## src/rtl/dshot_pwm_output.sv

```systemverilog
// Purpose: turn accepted DShot frames into a servo/ESC PWM pulse train, with a failsafe timeout.
// Latency: outputs registered; an accepted frame in S_SAFE raises pwm_out on the sampling edge.
// Backpressure: none; every frame_done strobe is consumed in the cycle it is presented.
// Optional: DSHOT_PWM_CRC_ERR_COUNT_EN adds a saturating crc_err_count output.
module dshot_pwm_output #(
  parameter int CLK_FREQ_HZ  = 16000000,
  parameter int PERIOD_US    = 2500,
  parameter int MIN_PULSE_US = 1000,
  parameter int FAILSAFE_MS  = 100
) (
  input  logic        clk,
  input  logic        rst_n,
  input  logic        frame_done,
  input  logic        frame_crc_ok,
  input  logic [10:0] speed_in,
  input  logic        speed_is_throttle,
  output logic        pwm_out,
  output logic        armed,
  output logic        failsafe,
  output logic [10:0] pulse_us,
  output logic        frame_accepted
`ifdef DSHOT_PWM_CRC_ERR_COUNT_EN
  ,
  output logic [7:0]  crc_err_count
`endif
);

  localparam int TICKS_PER_US = CLK_FREQ_HZ / 1000000;
  localparam int PERIOD_TICKS = PERIOD_US * TICKS_PER_US;
  localparam int FS_TICKS     = FAILSAFE_MS * 1000 * TICKS_PER_US;

  typedef enum logic [1:0] {S_SAFE, S_HIGH, S_LOW} state_t;

  state_t      state, state_nxt;
  logic [15:0] period_cnt, period_cnt_nxt;
  logic [10:0] pending_us, pending_nxt;
  logic [10:0] applied_us, applied_nxt;
  logic [10:0] pulse_nxt;
  logic        pwm_nxt, armed_nxt;
  logic [23:0] fs_cnt;
  logic        accept;
  logic [10:0] spd_off;
  logic [21:0] prod;
  logic [15:0] high_ticks;

  assign accept     = frame_done & frame_crc_ok;
  assign spd_off    = speed_in - 11'd48;
  // 48..2047 spans 2000 steps; x1025/2048 lands exactly on +0..+1000 us
  assign prod       = {11'd0, spd_off} * 22'd1025;
  assign high_ticks = {5'd0, applied_us} * 16'(TICKS_PER_US);

  // Width the next pulse will use, including a frame landing on this very edge
  always_comb begin
    pending_nxt = pending_us;
    if (accept) begin
      if (speed_is_throttle) begin
        pending_nxt = 11'(MIN_PULSE_US) + 11'(prod >> 11);
      end else if (speed_in == 11'd0) begin
        pending_nxt = 11'(MIN_PULSE_US);
      end
    end
  end

  // Next-state and output decode; widths only change at a period boundary
  always_comb begin
    state_nxt      = state;
    pwm_nxt        = pwm_out;
    armed_nxt      = armed;
    pulse_nxt      = pulse_us;
    applied_nxt    = applied_us;
    period_cnt_nxt = period_cnt + 16'd1;
    case (state)
      S_SAFE: begin
        period_cnt_nxt = '0;
        pwm_nxt        = 1'b0;
        armed_nxt      = 1'b0;
        if (accept) begin
          state_nxt   = S_HIGH;
          pwm_nxt     = 1'b1;
          armed_nxt   = 1'b1;
          applied_nxt = pending_nxt;
          pulse_nxt   = pending_nxt;
        end
      end
      S_HIGH: begin
        if (period_cnt == high_ticks - 16'd1) begin
          state_nxt = S_LOW;
          pwm_nxt   = 1'b0;
        end
      end
      S_LOW: begin
        if (period_cnt == 16'(PERIOD_TICKS - 1)) begin
          period_cnt_nxt = '0;
          // a frame on the boundary edge also clears failsafe, so it keeps us armed
          if (failsafe && !accept) begin
            state_nxt = S_SAFE;
            armed_nxt = 1'b0;
            pulse_nxt = '0;
            pwm_nxt   = 1'b0;
          end else begin
            state_nxt   = S_HIGH;
            pwm_nxt     = 1'b1;
            applied_nxt = pending_nxt;
            pulse_nxt   = pending_nxt;
          end
        end
      end
      default: begin
        state_nxt = S_SAFE;
        pwm_nxt   = 1'b0;
        armed_nxt = 1'b0;
        pulse_nxt = '0;
      end
    endcase
  end

  // FSM state and registered PWM outputs
  always_ff @(posedge clk) begin
    if (!rst_n) begin
      state      <= S_SAFE;
      pwm_out    <= 1'b0;
      armed      <= 1'b0;
      pulse_us   <= '0;
      applied_us <= '0;
      period_cnt <= '0;
      pending_us <= 11'(MIN_PULSE_US);
    end else begin
      state      <= state_nxt;
      pwm_out    <= pwm_nxt;
      armed      <= armed_nxt;
      pulse_us   <= pulse_nxt;
      applied_us <= applied_nxt;
      period_cnt <= period_cnt_nxt;
      pending_us <= pending_nxt;
    end
  end

  // Failsafe timer: saturating count since the last accepted frame; a frame beats a trip
  always_ff @(posedge clk) begin
    if (!rst_n) begin
      fs_cnt         <= '0;
      failsafe       <= 1'b0;
      frame_accepted <= 1'b0;
    end else begin
      frame_accepted <= accept;
      if (accept) begin
        fs_cnt   <= '0;
        failsafe <= 1'b0;
      end else if (fs_cnt == 24'(FS_TICKS - 1)) begin
        failsafe <= 1'b1;
      end else begin
        fs_cnt <= fs_cnt + 24'd1;
      end
    end
  end

`ifdef DSHOT_PWM_CRC_ERR_COUNT_EN
  // Saturating count of CRC-failed frames since the last accepted one
  always_ff @(posedge clk) begin
    if (!rst_n) begin
      crc_err_count <= '0;
    end else if (accept) begin
      crc_err_count <= '0;
    end else if (frame_done && !frame_crc_ok && crc_err_count != 8'hFF) begin
      crc_err_count <= crc_err_count + 8'd1;
    end
  end
`endif

endmodule
```

## config.mk

```make
export PLATFORM = sky130hd
export DESIGN_NAME = dshot_pwm_output
export DESIGN_NICKNAME = d
export VERILOG_FILES = /design/src/rtl/dshot_pwm_output.sv
export SDC_FILE = /design/constraint.sdc
export NUM_CORES = 1
export LEC_CHECK = 0
export BUFFER_PORTS_ARGS = -buffer_cell sky130_fd_sc_hd__buf_2
export CORE_MARGIN = 2
export CORE_UTILIZATION = 54
export DETAILED_ROUTE_END_ITERATION = 10
export GPL_TIMING_DRIVEN = 0
export PLACE_DENSITY_LB_ADDON = 0.12
export SYNTH_ARGS = -nofsm -noshare
export SYNTH_HDL_FRONTEND = slang
export SYNTH_SLANG_ARGS = --single-unit
```

## constraint.sdc

```tcl
create_clock -name clk -period 3.45 [get_ports clk]
set_input_delay 0.1725 -clock clk [delete_from_list [all_inputs] [get_ports clk]]
set_output_delay 0.1725 -clock clk [all_outputs]
set_load 0.01 [all_outputs]
```

# --- After elaboration in Yosys (flattened, before gate mapping) ---
# Index checks and enable logic that the tools add are counted.
word_totals:
  regBits: 79
  input_bits: 16
  wordCells: 65
classes:
  add_sub_neg: 5
  mul: 1
  n_eq_ne: 10
  n_mux: 25
  bitwise_logic: 3
  n_reduce_logical: 11
op_table:
  columns: ["op", "n"]
  rows:
  - ["11-bit 2-to-1 mux", 8]
  - ["11-bit one-hot mux with 3 select lines", 1]
  - ["16-bit one-hot mux with 2 select lines", 1]
  - ["24-bit by 1-bit adder with 24-bit output, second input constant", 1]
  - ["24-bit by 21-bit == test with 1-bit output, second input constant", 1]
  - ["11-bit by 11-bit multiplier with 22-bit output, second input constant", 1]
  - ["11-bit one-hot mux with 2 select lines", 1]
  - ["16-bit by 1-bit adder with 16-bit output, second input constant", 1]
  - ["16-bit == test", 1]
  - ["16-bit == test, second input constant", 1]
  - ["16-bit 2-to-1 mux", 1]
  - ["15-bit by 1-bit subtractor with 16-bit output, second input constant", 1]
  - ["10-bit by 11-bit adder with 11-bit output, first input constant", 1]
  - ["11-bit logical NOT", 1]
  - ["11-bit by 6-bit subtractor with 11-bit output, second input constant", 1]
  - ["2-bit != test, second input constant", 5]
  - ["3-bit AND reduction", 3]
  - ["1-bit 2-to-1 mux", 7]
  - ["2-bit 2-to-1 mux", 3]
  - ["1-bit one-hot mux with 3 select lines", 2]
  - ["2-bit one-hot mux with 3 select lines", 1]
  - ["4-bit AND reduction", 1]
  - ["2-bit by 1-bit == test with 1-bit output, second input constant", 1]
  - ["2-bit == test, second input constant", 1]
  - ["other kinds (8)", 9]

# --- Longest topological paths before layout ---
# Gate-level depths: netlist of the first run.
logic_depth:
  word_depth: 8
  mapped_depth: 17

# --- Worst setup path after synthesis of the first run ---
# Ideal clock, no wire load.
synth_path:
  path_type: "in2reg"
  start: "input port speed_in[4]"
  end: "register applied_us[8]"
  setup_time_ns: 0.115
  t_arrival_ns: 3.325
  path_slack_ns: 0.010
  path_stages: 14
  path_buffers: 0
  path_cell_list: "ha_1 -> or4_1 -> nor2_1 -> xnor2_1 -> nor2b_1 -> ha_1 -> ha_1 -> ha_1 -> nand2_1 -> xor2_1 -> a211o_1 -> mux2i_1 -> or4b_1 -> and3_1"
synth_via:
  elab_chain_len: 8
  elab_cells_between_ends: 11
synth_rtl:
  columns: ["element", "line_no", "rtl"]
  rows:
  - ["start, declared", "15", "input logic [10:0] speed_in,"]
  - ["11-bit by 6-bit subtractor with 11-bit output", "47", "assign spd_off = speed_in - 11'd48;"]
  - ["11-bit by 11-bit multiplier with 22-bit output", "49", "assign prod = {11'd0, spd_off} * 22'd1025;"]
  - ["10-bit by 11-bit adder with 11-bit output", "57", "pending_nxt = 11'(MIN_PULSE_US) + 11'(prod >> 11);"]
  - ["11-bit 2-to-1 mux (*)", "56", "if (speed_is_throttle) begin"]
  - ["11-bit 2-to-1 mux (*)", "55", "if (accept) begin"]
  - ["11-bit 2-to-1 mux", "95", "if (failsafe && !accept) begin"]
  - ["11-bit 2-to-1 mux", "92", "if (period_cnt == 16'(PERIOD_TICKS - 1)) begin"]
  - ["11-bit one-hot mux with 2 select lines (*)", "72", "case (state)"]
  - ["end signal, assigned", "132", "applied_us <= applied_nxt;"]
  - ["end, declared", "37", "logic [10:0] applied_us, applied_nxt;"]
# Mark *: on every way between the ends. The rest lies on a longest branch, timed or not. The select of a mux whose other input is x is not followed.
# A chain may end at the register's enable or synchronous reset.

# --- Worst setup path after layout of the first run ---
layout_path:
  start: "input port speed_in[5]"
  end: "register pulse_us[10]"
layout_via:
  elab_chain_len: 8
  elab_cells_between_ends: 11
layout_rtl:
  columns: ["element", "line_no", "rtl"]
  rows:
  - ["11-bit by 6-bit subtractor with 11-bit output", "47", null]
  - ["11-bit by 11-bit multiplier with 22-bit output", "49", null]
  - ["10-bit by 11-bit adder with 11-bit output", "57", null]
  - ["11-bit 2-to-1 mux (*)", "56", null]
  - ["11-bit 2-to-1 mux (*)", "55", null]
  - ["11-bit 2-to-1 mux", "95", null]
  - ["11-bit 2-to-1 mux", "92", null]
  - ["11-bit one-hot mux with 3 select lines (*)", "72", null]
  - ["end signal, assigned", "131", "pulse_us <= pulse_nxt;"]
  - ["end, declared", "20", "output logic [10:0] pulse_us,"]
# Marks and branches as above.

==> results_dict.tcl, run 1 <==
set metrics [dict create \
    fin_hold_ws_ns 0.1349 \
    cp_max_fo 9 \
    synthArstFlopShare_pct 0 \
    slowest_stage "or4_4" \
    worstRegToRegCells 8 \
    worst_setup_path_end_kind "flip-flop" \
    cts_tree "done" \
    grt_max_degree 13 \
    diodes 0 \
    ant_nets 0 \
    mappedNetlistArea_sq_um 4194 \
    clkPwrFrac_pct 37.2 \
    antenna_found_initial 0 \
    fin_skew_ns 0.01317 \
    cts_made_buffers 9 \
    min_path_type "primary input to flip-flop" \
    rows 32 \
    hold_end "frame_accepted$_SDFF_PN0_" \
    num_vias 3702 \
    cts-root-buf "clkbuf_8" \
    required_ns 3.73 \
    min_from "frame_done" \
    slew_viol_final 0 \
    cpPeakStageDelay_ns 0.47 \
    dr.pass1.iters 4 \
    seqPwrFrac_pct 49.2 \
    synth-seq-cells 79 \
    ir_worst_vdd_mv 0.2046 \
    tightest_slew_ns 1.095 \
    crit_top_cell "ha_4" \
    dieHeight_um 92.13 \
    cap_violations 0 \
    timing.rr.start "period_cnt[0]$_SDFF_PN0_" \
    yosys.area.top_type_share_pct 37.71 \
    power.switching_mw 0.5192 \
    crit_chain "buf_2 -> ha_4 -> or4_4 -> nor2_4 -> xnor2_4 -> nor2b_1 -> ha_2 -> ha_1 -> ha_4 -> nand2_2 -> xor2_2 -> a211o_1 -> o311a_1 -> a211oi_2 -> a221oi_1 -> nor3b_1" \
    rsz0062_at_grt "no" \
    die-area_sq_um 8488 \
    reg2reg_setup_slack_ns 0.67 \
    p_leak_nw 1.796 \
    final_nets 586 \
    wl_mm 9.619 \
    drc 0 \
    grt_pass1_wl_mm 16.37 \
    r2r_end "applied_us[8]$_SDFFE_PN0P_" \
    p_int_mw 1.413 \
    synth_area_leaders "dfxtp_1 (38%), nor2_1 (6.8%), xor2_1 (6.5%)" \
    ios 31 \
    clk_pin_slew_ns 0.08 \
    period_minus_slack_ns 3.210 \
    worstSetupStartpointType "primary input" \
    postSynthAreaPerCell_sq_um 8.144 \
    hold_viol_final 0 \
    drive_above_1_share_pct 12.97 \
    switching_share_pct 26.87 \
    start_util_pct 55.13 \
    die_x_um 92.13 \
    overflow 0 \
    crit_buf_inv 1 \
    fmax_mhz 311.6 \
    hold_path_depth 2 \
    area_growth_pct 14.98 \
    cts.sinks 79 \
    synth_common_cells "dfxtp_1 (79), nor2_1 (76), nand2_1 (52), xor2_1 (31), xnor2_1 (26)" \
    place_congestion 0.8887 \
    yosysMostFrequentCell "dfxtp_1" \
    first_global_vias 3403 \
    worstPathArrival_ns 3.49 \
    synth_cell_types 54 \
    ys.flop_type "dfxtp_1" \
    post_drt_wl_per_cell_um 14.46 \
    slew_headroom_pct 26.30 \
    hpwl_mm 6.936 \
    drt_iter0_drc 141 \
    ys_seq_area_share_pct 37.71 \
    clock_latency_ns 0.36 \
    track_usage_pct 24.05 \
    p_per_area_nw_per_um2 400.8 \
    core_sq_um 7607 \
    status "finished clean" \
    yosys_warnings 0 \
    cts_max_level 3 \
    synth_nets 542 \
    setup_violations 0 \
    p_comb_share_pct 13.6 \
    viasPerCell 5.567 \
    postLayoutCoreUtil_pct 63.39 \
    synthCells 515 \
    fin_crit_sh_pct 93.04 \
    synth_top_area_cell "dfxtp_1" \
    worstSetupPathType "primary input to flip-flop" \
    io_buffers 30 \
    cts_buffer_depth 2 \
    synth_edf_count 0 \
    crit_family "simple AND/OR/NAND/NOR gates" \
]
## flip-flops by register name (all words and copies together), names as in the netlist
name            flops
pwm_out             1
state               2
pending_us         11
armed               1
period_cnt         16
fs_cnt             24
failsafe            1
frame_accepted      1
pulse_us           11
applied_us         11
## cells by family after synthesis
group                      Yosys count  synth area share (%)
xor gates and xnor gates            57                 11.90
muxes                                5                 1.193
DFF                                 79                 37.71
adders and majority gates           11                 3.282
and+or+nand+nor                    239                 27.92
buffers and inverters               33                 3.192
AOI/OAI and AO/OA                   91                 14.80
## per-layer routing
metal	vias to the layer above	track usage [%]	wire (um)
met5	-	0	0
met4	0	6.716	110
met3	7	5.094	382
met2	66	39.03	4440
met1	1742	32.44	4686
li1	1887	-	-
## layout by cell type (no fill, tap or decap), types with 11 or more instances in the layout
cell | netlist | layout
o21ai_0 | 15 | 14
nor2_1 | 76 | 74
inv_1 | 11 | 11
a21oi_1 | 20 | 20
xor2_1 | 31 | 30
nand2_1 | 52 | 51
xnor2_1 | 26 | 24
clkbuf_1 | 19 | 20
clkbuf_8 | 0 | 11
nand3_1 | 24 | 24
dfxtp_1 | 79 | 79
nor3_1 | 15 | 15
buf_2 | 2 | 32
## worst max-delay path by stage
stage | slack, ns | startpoint | cells past startpoint | endpoint
4_1_cts | 0.02 | speed_in[5] | 16 | pulse_us[10]$_SDFFE_PN0P_
6_report | 0.24 | speed_in[5] | 16 | pulse_us[10]$_SDFFE_PN0P_
5_1_grt | 0.06 | speed_in[5] | 16 | pulse_us[10]$_SDFFE_PN0P_
3_3_place_gp | -0.55 | speed_in[5] | 16 | pulse_us[10]$_SDFFE_PN0P_
2_1_floorplan | 0.01 | speed_in[4] | 14 | applied_us[8]$_SDFFE_PN0P_
3_5_place_dp | -0.58 | speed_in[5] | 16 | pulse_us[10]$_SDFFE_PN0P_
## through the flow
stage | setup slack [ns] | cells | TNS (ns) | power (mW) | cell area [sq um]
6_report | 0.2402 | 665 | 0 | 1.933 | 4822
5_1_grt | 0.05738 | 665 | 0 | 2.022 | 4822
4_1_cts | 0.01665 | 663 | 0 | 1.926 | 4716
3_5_place_dp | -0.5758 | 647 | -6.527 | 1.211 | 4472
3_3_place_gp | -0.5502 | 647 | -5.794 | 1.206 | 4472
2_1_floorplan | 0.009703 | 515 | 0 | 1.141 | 4194
## power groups by stage
stage               logic (mW)  registers (mW)  clock network, mW
floorplan                0.169           0.972                  0
finish                   0.263           0.951              0.718
CTS                      0.247           0.951              0.728
detailed placement       0.238           0.972                  0
global placement         0.234           0.972                  0
global route             0.293           0.955              0.774
## area by class of cell
class                      count  area, sq um
clock buffer                  12        155.1
inverter                      11        41.29
tap                          102        127.6
sequential                    79         1582
multi-input combinational    403         2609
timing repair buffer          33        172.7
clock inverter                 3        42.54
buffer                        22        92.59
fill                         715         2785
## repair_timing
item                                    CTS  global route
endpoints found under the setup margin    7            15
pin swaps                                 2             6
gates resized for setup                   8            19
hold buffers                              0             0
setup buffers                             1             2
endpoints found under the hold margin     0             0
(Power assumes the default switching activity.)
==> run 2, diff against run 1 <==
CORE_ASPECT_RATIO = 1.5   (was default)
RECOVER_POWER = 25   (was default)
==> results_dict.tcl, run 2 (same netlist as run 1, synthesis figures left out) <==
set metrics [dict create \
    p_total_mw 2.385 \
    slew_headroom_pct 31.59 \
    largest_register_ffs 24 \
    worstSetupPathType "primary input to flip-flop" \
    min_path_type "primary input to flip-flop" \
    die-area_sq_um 8502 \
    fin_crit_sh_pct 94.84 \
    first_global_vias 3521 \
    status "finished clean" \
    max_flop_register "fs_cnt" \
    ios 31 \
    cts.sinks 79 \
    reg2reg_setup_slack_ns 0.66 \
    slowest_stage "or4b_4" \
    final_common_cell "dfxtp_1" \
    die_x_um 75.96 \
    cp_max_fo 9 \
    viasPerCell 5.618 \
    largest_registers "fs_cnt: 24 flops, period_cnt: 16 flops" \
    rows 39 \
    worst_setup_path_end_kind "flip-flop" \
    wl_mm 9.906 \
    drt_iter0_drc 156 \
    cpPeakStageDelay_ns 0.48 \
    fmax_mhz 305.6 \
    hold_viol_final 0 \
    worstSetupStartpointType "primary input" \
    setup_violations 0 \
    num_vias 3753 \
    ant_nets 0 \
    period_minus_slack_ns 3.272 \
    diodes 0 \
    drive_above_1_share_pct 11.31 \
    dr.pass1.iters 4 \
    clock_latency_ns 0.34 \
    grt_pass1_wl_mm 16.26 \
    postCtsHoldBufs 0 \
    cts-root-buf "clkbuf_16" \
    cp-endpoint "applied_us[8]$_SDFFE_PN0P_" \
    io_buffers 30 \
    cts_tree "done" \
    overflow 0 \
    core_sq_um 7564 \
    crit_path_start "speed_in[5]" \
    nFillCells 654 \
    place_ws_ns -0.6336 \
    crit_top_cell "ha_2" \
    start_util_pct 55.45 \
    required_ns 3.68 \
    cts_made_buffers 9 \
    p_per_area_nw_per_um2 479.2 \
    track_usage_pct 23.33 \
    r2r_end "applied_us[8]$_SDFFE_PN0P_" \
    worstPathArrival_ns 3.50 \
    fin_cells 668 \
    area_growth_pct 18.65 \
    place_congestion 0.9257 \
    clk_pin_slew_ns 0.06 \
    post_drt_wl_per_cell_um 14.83 \
    slew_viol_final 0 \
    cap_violations 0 \
    fin_skew_ns 0.004692 \
    layout_common_cells "dfxtp_1 (79), nor2_1 (75), nand2_1 (51)" \
    worstRegToRegCells 8 \
    cts_buffer_depth 2 \
    drc 0 \
    grt_max_degree 14 \
    timing.rr.start "period_cnt[0]$_SDFF_PN0_" \
    antenna_found_initial 0 \
    dieHeight_um 111.9 \
    ir_worst_vdd_mv 0.4237 \
    hpwl_mm 7.155 \
    tightest_slew_ns 1.017 \
    cts_max_level 3 \
    crit_chain "buf_2 -> ha_2 -> or4_4 -> nor2_4 -> xnor2_2 -> nor2b_1 -> ha_2 -> ha_2 -> nand4b_1 -> or2_4 -> mux2i_4 -> o22ai_1 -> mux2i_1 -> or4b_4 -> and3_1" \
    p_leak_nw 1.826 \
    dp.cells 647 \
    final_nets 588 \
    setup_ws_ns 0.1781 \
]
## run 2: area by class of cell
cell class / count / area [sq um] / area share, %
Multi-Input combinational cell: 403 / 2594 / 52.12
Clock buffer: 11 / 242.7 / 4.878
Buffer: 22 / 92.59 / 1.861
Clock inverter: 5 / 128.9 / 2.590
Inverter: 11 / 41.29 / 0.8298
Tap cell: 102 / 127.6 / 2.565
Timing Repair Buffer: 35 / 167.7 / 3.369
Sequential cell: 79 / 1582 / 31.78
## run 2: metal layers
metal	track usage [%]	vias to the layer above	wire, um
li1	-	1893	-
met1	26.24	1779	4185
met2	42.56	61	5171
met3	3.566	20	260
met4	11.64	0	289
met5	0	-	0
## run 2: where the power goes
part           switching, mW  internal [mW]  total (mW)
clock network          0.367          0.801        1.17
registers             0.0162          0.937       0.953
logic                  0.155          0.109       0.264
## run 2: worst min-delay path by stage
stage | cells after the start | slack, ns | to | start
after floorplan | 1 | 0.32 | frame_accepted$_SDFF_PN0_ | frame_crc_ok
after global placement | 1 | 0.43 | period_cnt[0]$_SDFF_PN0_ | period_cnt[0]$_SDFF_PN0_
after detailed placement | 2 | 0.44 | frame_accepted$_SDFF_PN0_ | frame_crc_ok
after CTS | 2 | 0.09 | frame_accepted$_SDFF_PN0_ | frame_crc_ok
after global routing | 2 | 0.14 | frame_accepted$_SDFF_PN0_ | frame_crc_ok
final | 2 | 0.10 | frame_accepted$_SDFF_PN0_ | frame_crc_ok
## run 2: stage by stage
step | utilization, % | area, sq um | hold WS (ns) | TNS, ns
final | 65.79 | 4976 | 0.1029 | 0
after global routing | 65.79 | 4976 | 0.1378 | -0.02454
after CTS | 64.98 | 4915 | 0.09404 | 0
after detailed placement | 59.12 | 4472 | 0.4449 | -6.351
after global placement | 59.12 | 4472 | 0.4277 | -5.176
after floorplan | - | 4194 | 0.3184 | 0
## run 2: what timing repair did
item                                    in CTS  in global routing
setup buffers                                3                  2
resized for setup                           12                 15
pin swaps                                    2                  6
endpoints found under the setup margin      10                 13
endpoints found under the hold margin        0                  0
## run 2: worst max-delay path: cells and delay by family
kind                     cells  cell delay, ns
buffers and inverters        1            0.15
AO/OA/AOI/OAI                1            0.13
AND/OR/NAND/NOR              7            1.92
XOR/XNOR                     1            0.11
adder cells (fa/ha/maj)      3            0.62
multiplexers                 2            0.41
==> run 3, diff against run 2 <==
ABC_AREA = 1   (was default)
CORE_UTILIZATION = 55   (was 54)
==> results_dict.tcl, run 3 <==
set metrics [dict create \
    slowest_stage "ha_1" \
    ys_seq_area_share_pct 35.17 \
    cts_resized 0 \
    synth_common_cells "nand2_1 (156), inv_1 (83), dfxtp_1 (79), nor2_1 (64), a21oi_1 (47)" \
    required_ns 3.71 \
    die_x_um 77.83 \
    nFillCells 773 \
    cts-root-buf "clkbuf_16" \
    largest_register_ffs 24 \
    cap_violations 0 \
    setup-tns-final_ns 0 \
    p_per_area_nw_per_um2 555.0 \
    synth_cell_types 43 \
    synthMuxAreaShare_pct 0 \
    synth_top_area_cell "dfxtp_1" \
    synth_edf_count 0 \
    final_common_cell "nand2_1" \
    dp.cells 786 \
    track_usage_pct 25.13 \
    viasPerCell 5.231 \
    drive_above_1_share_pct 14.10 \
    ios 31 \
    die-area_sq_um 8930 \
    clk_pin_slew_ns 0.06 \
    antenna_found_initial 0 \
    hpwl_mm 8.341 \
    status "finished clean" \
    ant_nets 0 \
    place_congestion 0.8905 \
    postSynthAreaPerCell_sq_um 6.908 \
    first_global_vias 4147 \
    crit_chain "buf_2 -> ha_1 -> inv_1 -> nand3_1 -> nand2_1 -> nand2_1 -> nor2_1 -> ha_1 -> ha_1 -> ha_1 -> inv_1 -> nand2_1 -> nand2_1 -> ha_1 -> a21oi_1 -> nand2_1 -> nor2_2 -> nor2_1 -> nand2_1 -> nand3_1 -> a21oi_1" \
    met2_length_mm 5.534 \
    multi_input_comb_area_sq_um 2472 \
    io_buffers 30 \
    hold_path_depth 4 \
    max_flop_register "fs_cnt" \
    worstRegToRegCells 14 \
    dieHeight_um 114.7 \
    synth_compound_area_share_pct 9.238 \
    overflow 0 \
    highest_layer "met4" \
    cts.sinks 79 \
    p_total_mw 2.774 \
    fmax_mhz 369.8 \
    rows 40 \
    post_drt_wl_per_cell_um 13.15 \
    cts_made_buffers 9 \
    wl_mm 10.52 \
    cts_buffer_depth 2 \
    fin_crit_sh_pct 78.39 \
    drt_iter0_drc 185 \
    cpPeakStageDelay_ns 0.24 \
    worstSetupPathType "primary input to flip-flop" \
    synth_top_family_by_area "simple AND/OR/NAND/NOR gates" \
    slew_headroom_pct 55.46 \
    final_nets 719 \
    cts_tree "done" \
    worstSetupStartpointType "primary input" \
    yosys_warnings 0 \
    synth-seq-cells 79 \
    dr.pass1.iters 5 \
    hold_viol_final 0 \
    rsz0062_at_grt "no" \
    core_sq_um 7958 \
    yosys.area.top_type_share_pct 35.17 \
    fin_cells 800 \
    met3_length_um 293 \
    cts_max_level 3 \
    synth_area_leaders "dfxtp_1 (35%), nand2_1 (13%), inv_1 (6.9%)" \
    grt_pass1_wl_mm 17.84 \
    ir_worst_vdd_mv 0.3521 \
    cp_max_fo 6 \
    area_growth_pct 11.16 \
    synthAdderAreaFrac_pct 3.061 \
    synth_xor_area_share_pct 5.064 \
    largest_registers "fs_cnt: 24 flops, period_cnt: 16 flops" \
    mappedNetlistArea_sq_um 4497 \
    yosysMostFrequentCell "nand2_1" \
    worst_setup_path_end_kind "flip-flop" \
    num_vias 4185 \
    diodes 0 \
    period_minus_slack_ns 2.705 \
    synthCells 651 \
    start_util_pct 56.51 \
    register_area_sq_um 1582 \
    worstPathArrival_ns 2.97 \
    clock_latency_ns 0.34 \
    min_path_type "primary input to flip-flop" \
    fin_skew_ns 0.007660 \
    grt_max_degree 13 \
    slew_viol_final 0 \
    synth_nets 678 \
    postCtsHoldBufs 0 \
    ys.flop_type "dfxtp_1" \
    reg2reg_setup_slack_ns 1.16 \
    drc 0 \
    tightest_slew_ns 0.6619 \
    synth-simple-area-share_pct 38.34 \
    p_leak_nw 2.092 \
    layout_common_cells "nand2_1 (156), inv_1 (83), dfxtp_1 (79)" \
    crit_top_cell "nand2_1" \
    synthArstFlopShare_pct 0 \
    drt-met1-wl_mm 4.154 \
    setup_violations 0 \
    cts_setup_buffers 0 \
]
[run 3: kinds of logic (layout without fill, tap and decap cells)]
kind of cell    Yosys count  in the layout
simple gates            355            355
buf+inv                 105            149
flops                    79             79
compound gates           75             75
xor+xnor                 26             26
fa+ha+maj                11             11
[run 3: worst max-delay path, delay by kind of cell]
kind / cells / cell delay (ns)
compound gates: 2 / 0.27
simple gates: 11 / 1.08
buf+inv: 3 / 0.39
fa+ha+maj: 5 / 1.04
[run 3: worst paths after layout]
kind | startpoint | end
setup / recovery | speed_in[4] | applied_us[7]$_SDFFE_PN0P_
hold / removal | speed_is_throttle | pending_us[6]$_SDFF_PN1_
hold reg to reg | period_cnt[0]$_SDFF_PN0_ | period_cnt[0]$_SDFF_PN0_
setup reg to reg | fs_cnt[0]$_SDFFE_PP0P_ | fs_cnt[22]$_SDFFE_PP0P_
[run 3: layer usage]
layer  vias up  global-route usage [%]
met5         -                       0
met4         0                   15.12
met3        37                   4.553
met2        80                   47.70
met1      1903                   25.06
li1       2165                       -
[run 3: final cells by class]
| type | instances | share of cell area (%) |
|---|---|---|
| plain buffers | 12 | 1.227 |
| clock buffers | 11 | 5.056 |
| clock inverters | 3 | 0.4005 |
| inverters | 93 | 6.984 |
| multi-input cells | 467 | 49.46 |
| flip-flops and latches | 79 | 31.64 |
| well taps | 105 | 2.628 |
| repair buffers | 30 | 2.603 |
[run 3: metrics by stage]
step                      area [sq um]  hold slack [ns]  util (%)  setup slack (ns)
after floorplan                   4497           0.3691         -             1.061
after global placement            4778           0.4283     60.05            0.4877
after detailed placement          4778           0.4414     60.05            0.4335
after CTS                         5051           0.1964     63.47            0.7627
after global routing              4999           0.1955     62.81            0.3918
final                             4999           0.2054     62.81            0.7455
[run 3: where the power goes]
group          switching (mW)  leakage, nW  total [mW]  internal, mW
combinational           0.510         1.32       0.812         0.302
sequential             0.0812        0.642        1.09          1.01
clock                   0.355        0.129       0.872         0.516
total                   0.947         2.09        2.77          1.83
